File: config.mk
export PLATFORM = sky130hd
export DESIGN_NAME = levenshtein_vector_loader
export DESIGN_NICKNAME = d
export VERILOG_FILES = /design/src/rtl/levenshtein_vector_loader.sv
export SDC_FILE = /design/constraint.sdc
export NUM_CORES = 1
export LEC_CHECK = 0
export BUFFER_PORTS_ARGS = -buffer_cell sky130_fd_sc_hd__buf_2
export CAP_MARGIN = 25
export CORE_MARGIN = 3
export CORE_UTILIZATION = 51
export DETAILED_ROUTE_END_ITERATION = 8
export GPL_ROUTABILITY_DRIVEN = 0
export PLACE_DENSITY_LB_ADDON = 0.15
export SYNTH_ARGS = -nofsm -noshare
export SYNTH_HDL_FRONTEND = slang
export SYNTH_SLANG_ARGS = --single-unit
File: constraint.sdc
create_clock -name clk_i -period 1.7 [get_ports clk_i]
set_input_delay 0.17 -clock clk_i [delete_from_list [all_inputs] [get_ports clk_i]]
set_output_delay 0.17 -clock clk_i [all_outputs]
set_load 0.1 [all_outputs]
File: src/rtl/levenshtein_vector_loader.sv
// Loads the search word over a Wishbone slave, then streams the 128-entry
// pattern-match bit-vector table into shared memory through a write-only master.
module levenshtein_vector_loader #(
  parameter int MASTER_ADDR_WIDTH = 24,
  parameter int SLAVE_ADDR_WIDTH  = 24,
  parameter int BITVECTOR_WIDTH   = 8
) (
  input  logic                         clk_i,
  input  logic                         rst_ni,
  output logic                         wbm_cyc_o,
  output logic                         wbm_stb_o,
  output logic [MASTER_ADDR_WIDTH-1:0] wbm_adr_o,
  output logic                         wbm_we_o,
  output logic [7:0]                   wbm_dat_o,
  input  logic                         wbm_ack_i,
  input  logic                         wbm_err_i,
  input  logic                         wbm_rty_i,
  input  logic                         wbs_cyc_i,
  input  logic                         wbs_stb_i,
  input  logic                         wbs_we_i,
  input  logic [SLAVE_ADDR_WIDTH-1:0]  wbs_adr_i,
  input  logic [7:0]                   wbs_dat_i,
  output logic                         wbs_ack_o,
  output logic                         wbs_err_o,
  output logic                         wbs_rty_o,
  output logic [7:0]                   wbs_dat_o,
  output logic [BITVECTOR_WIDTH-1:0]   mask_o,
  output logic [BITVECTOR_WIDTH-1:0]   initial_vp_o,
  output logic                         done_o
);
  localparam int BW = BITVECTOR_WIDTH;
  localparam logic [4:0] BW_L = 5'(BITVECTOR_WIDTH);

  typedef enum logic [1:0] {IDLE, REQ, WAIT} state_t;
  state_t state, state_nxt;

  logic [6:0]           idx;
  logic [3:0]           len;
  logic                 busy, error, done_flag;
  logic [BW-1:0][6:0]   chars;
  logic [BW-1:0]        entry;
  logic                 fin, fail, adv;

  logic [3:0] adr;
  logic       slv_req, slv_wr, start_wr, len_ok, start_go, char_wr;
  logic       unused;

  assign adr      = wbs_adr_i[3:0];
  assign slv_req  = wbs_cyc_i & wbs_stb_i & ~wbs_ack_o;
  assign slv_wr   = slv_req & wbs_we_i;
  assign start_wr = slv_wr & (adr == 4'h0) & wbs_dat_i[7] & ~busy;
  assign len_ok   = (wbs_dat_i[3:0] != 4'h0) && ({1'b0, wbs_dat_i[3:0]} <= BW_L);
  assign start_go = start_wr & len_ok;
  assign char_wr  = slv_wr & adr[3] & ({2'b0, adr[2:0]} < BW_L) & ~busy;
  assign unused   = ^{wbs_adr_i[SLAVE_ADDR_WIDTH-1:4], wbs_dat_i[6:4]};

  // Per-lane match: slots at or beyond len never contribute.
  for (genvar i = 0; i < BW; i++) begin : g_lane
    assign entry[i] = (4'(i) < len) && (chars[i] == idx);
  end

  assign wbm_cyc_o = (state == WAIT);
  assign wbm_stb_o = wbm_cyc_o;
  assign wbm_we_o  = 1'b1;
  assign wbm_adr_o = MASTER_ADDR_WIDTH'(idx);
  assign wbs_err_o = 1'b0;
  assign wbs_rty_o = 1'b0;

  always_comb begin
    wbm_dat_o = '0;
    wbm_dat_o[BW-1:0] = entry;
  end

  always_comb begin
    state_nxt = state;
    fin  = 1'b0;
    fail = 1'b0;
    adv  = 1'b0;
    case (state)
      IDLE: if (start_go) state_nxt = REQ;
      REQ:  state_nxt = WAIT;
      WAIT: begin
        // ack takes priority over a simultaneous err/rty
        if (wbm_ack_i) begin
          if (idx == 7'h7f) begin
            state_nxt = IDLE;
            fin = 1'b1;
          end else begin
            state_nxt = REQ;
            adv = 1'b1;
          end
        end else if (wbm_err_i | wbm_rty_i) begin
          state_nxt = IDLE;
          fail = 1'b1;
        end
      end
      default: state_nxt = IDLE;
    endcase
  end

  always_ff @(posedge clk_i or negedge rst_ni) begin
    if (!rst_ni) state <= IDLE;
    else         state <= state_nxt;
  end

  always_ff @(posedge clk_i or negedge rst_ni) begin
    if (!rst_ni) begin
      idx          <= '0;
      len          <= '0;
      busy         <= 1'b0;
      error        <= 1'b0;
      done_flag    <= 1'b0;
      done_o       <= 1'b0;
      wbs_ack_o    <= 1'b0;
      mask_o       <= '0;
      initial_vp_o <= '0;
      chars        <= '0;
    end else begin
      wbs_ack_o <= slv_req;
      done_o    <= fin;
      if (start_wr) begin
        len       <= wbs_dat_i[3:0];
        error     <= ~len_ok;
        done_flag <= 1'b0;
        if (len_ok) begin
          busy <= 1'b1;
          idx  <= '0;
          for (int i = 0; i < BW; i++) begin
            initial_vp_o[i] <= (4'(i) < wbs_dat_i[3:0]);
            mask_o[i]       <= (5'(i) + 5'd1 == {1'b0, wbs_dat_i[3:0]});
          end
        end
      end
      for (int i = 0; i < BW; i++)
        if (char_wr && adr[2:0] == 3'(i)) chars[i] <= wbs_dat_i[6:0];
      if (adv) idx <= idx + 7'd1;
      if (fin) begin
        busy      <= 1'b0;
        done_flag <= 1'b1;
      end
      if (fail) begin
        busy  <= 1'b0;
        error <= 1'b1;
      end
    end
  end

  always_comb begin
    wbs_dat_o = '0;
    case (adr)
      4'h0: wbs_dat_o = {busy, error, done_flag, 1'b0, len};
      4'h1: wbs_dat_o[BW-1:0] = mask_o;
      4'h2: wbs_dat_o[BW-1:0] = initial_vp_o;
      default: begin
        for (int i = 0; i < BW; i++)
          if (adr[3] && adr[2:0] == 3'(i)) wbs_dat_o = {1'b0, chars[i]};
      end
    endcase
  end
endmodule

==> metrics.txt <==
status complete, but fails checks; violated checks negative setup slack; TritonCTS Buffers 9; Hold Path Class in -> reg; share of cells above drive strength 1 61.6%; core area 10,400 sq um; CTS tree done; Ports 103; VDD IR-drop max 0.766 mV; Leakage 3.73 nW; filler instances 537; Die Height 109 um; Antenna Nets Post-Route 0; FMAX 0.463 GHz; Via density 5.97; critical path's slowest cell dfrtp_4; non-filler instance count after layout 827; Post-DP HPWL 12,500 um; count of final setup violators 77; final worst slack -461 ps; site row count 37; vias in the first global route 4,989; Mapped Area 5450 sq um; Worst Setup Start Kind register; P&R area growth vs syn 57.6%; worst skew pair latency 390 ps; H-tree depth 3; pre-CTS setup slack -178 ps; commonest non-fill, non-tap cell in the layout buf_4; number of synthesized flops with an enable pin 0; CP Max Fanout 5; Longest Clk Path Bufs 2; crit share post-route 127%; first-pass GRT wire length 27,500 um; Crit path largest cell delay 550 ps; I/O Buffers 62; Critical Path AT 1990 ps; R2R Setup Slk -100 ps; Pwr Density 894 nW/um^2; largest net degree at the start of global routing 45; fin crit period 2160 ps; Synth Warn # 0; Die Span X 109 um; first-pass iteration count of the detailed router 5; FFs w/ async S/R, synth 100%; # clock sinks 90; CTS Root Cell clkbuf_8; Synth Instances 517; CTS clk-pin slew, worst paths 90 ps; commonest cells after routing, fill and taps aside 93 x buf_4, 61 x dfrtp_1, 56 x mux2_4; Distinct cells, synth 67; Final Util 82.9%; clk_skew 7.38 ps; RSZ-0062 raised after global routing true; dominant synthesized flop cell dfrtp_1; Routed Wire Length 18,700 um; critical path class reg -> out; drt wl/cell 22.6 um; Residual DRC 0; Slew Viols, Final 0; Yosys reg bits 90; register area share after synthesis 41.3%; final hold viol count 0; Setup TNS Final -7980 ps; Tot GR Track Use 30.7%; initial antenna violation count 0; cell count after placement 772; starting density of the core 52.6%; # diodes 0; Design Power 7.68 mW; GR Overflow Total 0; initial drt markers 441; Crit path required time 1530 ps; worst-path cell chain buf_6 > xnor2_2 > nand4_1 > a2111oi_4 > buf_12; Mapped Avg Cell Area 10.5 sq um; die area 12,000 sq um; Post-layout nets 727; via count 4,936; crit path capture type primary output; Max Cap Viol 0
[kinds of logic after synthesis]
| group | count (synthesis) | synth area share (%) |
|---|---|---|
| AOI/OAI and AO/OA | 93 | 11.5 |
| xor gates and xnor gates | 59 | 9.82 |
| adders and majority gates | 1 | 0.229 |
| buffers and inverters | 66 | 6.81 |
| DFF | 90 | 41.3 |
| muxes | 77 | 16.9 |
| other | 2 | 0.138 |
| and+or+nand+nor | 129 | 13.4 |
[layout make-up]
cell class                 count  area [sq um]  area share [%]
clock buffer                  12           155            1.80
clock inverter                 4          97.6            1.14
inverter                       6          26.3           0.306
multi-input combinational    379          3900            45.3
sequential                    90          2320            27.0
tap                          136           170            1.98
timing repair buffer         200          1930            22.4
[layer usage]
metal	share of wire, %	vias up	GRT usage, %
li1	-	2145	-
met1	40	2503	40.2
met2	50	241	50.4
met3	6.8	47	6.52
met4	2.9	0	11.0
met5	0	-	0
[critical path: cells and delay by family (launching register included)]
kind / cells / cell delay [ps]
compound gates: 1 / 400
xor+xnor: 1 / 120
buf+inv: 2 / 380
flops: 1 / 550
simple gates: 1 / 150
[registers in the layout, summed over array words and instances (netlist names)]
signal and cells:
chars 56, initial_vp_o 8, mask_o 8, idx 7, len 4, state 2, busy 1, done_flag 1
done_o 1, error 1, wbs_ack_o 1
[metrics by stage]
step	instance area, sq um	hold WS (ps)
floorplan	6290	-126
global placement	7390	111
detailed placement	7390	111
CTS	8220	88.2
global route	8600	160
finish	8600	145
[repair_timing]
action,CTS,global route
pin swaps,41,39
endpoints found under the hold margin,22,0
setup endpoints to repair,69,101
resized for setup,77,72
cloned,0,0
hold buffers,3,0
buffers inserted,24,14
[power by group]
group / internal (mW) / switching [mW] / leakage, nW
combinational: 1.22 / 1.85 / 2.46
clock: 1.06 / 0.804 / 0.123
sequential: 2.41 / 0.352 / 1.15
[synth_stat cells, types with 3 or more instances]
cell type | number | area, sq um
o22ai_1 | 3 | 18.8
a31oi_1 | 4 | 25.0
mux4_2 | 6 | 135
mux2_2 | 55 | 619
nor4_1 | 5 | 31.3
o2bb2ai_1 | 4 | 35.0
nor3_1 | 7 | 35.0
clkbuf_1 | 13 | 48.8
nor2b_1 | 7 | 43.8
o31ai_1 | 4 | 30.0
nor2_2 | 6 | 37.5
dfrtp_1 | 90 | 2250
a21oi_1 | 18 | 90.1
buf_4 | 23 | 173
nand2_1 | 37 | 139
a211oi_1 | 3 | 22.5
or3_1 | 4 | 25.0
o221ai_1 | 3 | 26.3
xor2_1 | 13 | 114
nand2b_1 | 7 | 43.8
o32ai_1 | 3 | 26.3
a2bb2oi_1 | 3 | 26.3
mux2i_1 | 15 | 150
inv_1 | 6 | 22.5
buf_2 | 17 | 85.1
buf_1 | 4 | 15.0
nor2_1 | 20 | 75.1
xnor2_1 | 45 | 394
nand4_1 | 10 | 62.6
o21ai_0 | 25 | 125
nand3_1 | 7 | 35.0
o41ai_1 | 4 | 35.0
[final timing paths]
kind | start | endpoint | depth (start not counted)
hold reg to reg | done_flag$_DFFE_PN0P_ | done_flag$_DFFE_PN0P_ | 1
min in group asynchronous | rst_ni | chars[48]$_DFFE_PN0P_ | 2
setup / recovery | idx[1]$_DFFE_PN0P_ | wbm_dat_o[2] | 5
setup reg to reg | wbs_ack_o$_DFF_PN0_ | chars[55]$_DFFE_PN0P_ | 7
max in group asynchronous | rst_ni | idx[3]$_DFFE_PN0P_ | 3
hold / removal | wbm_rty_i | error$_DFFE_PN0P_ | 3
(Power assumes the default switching activity.)
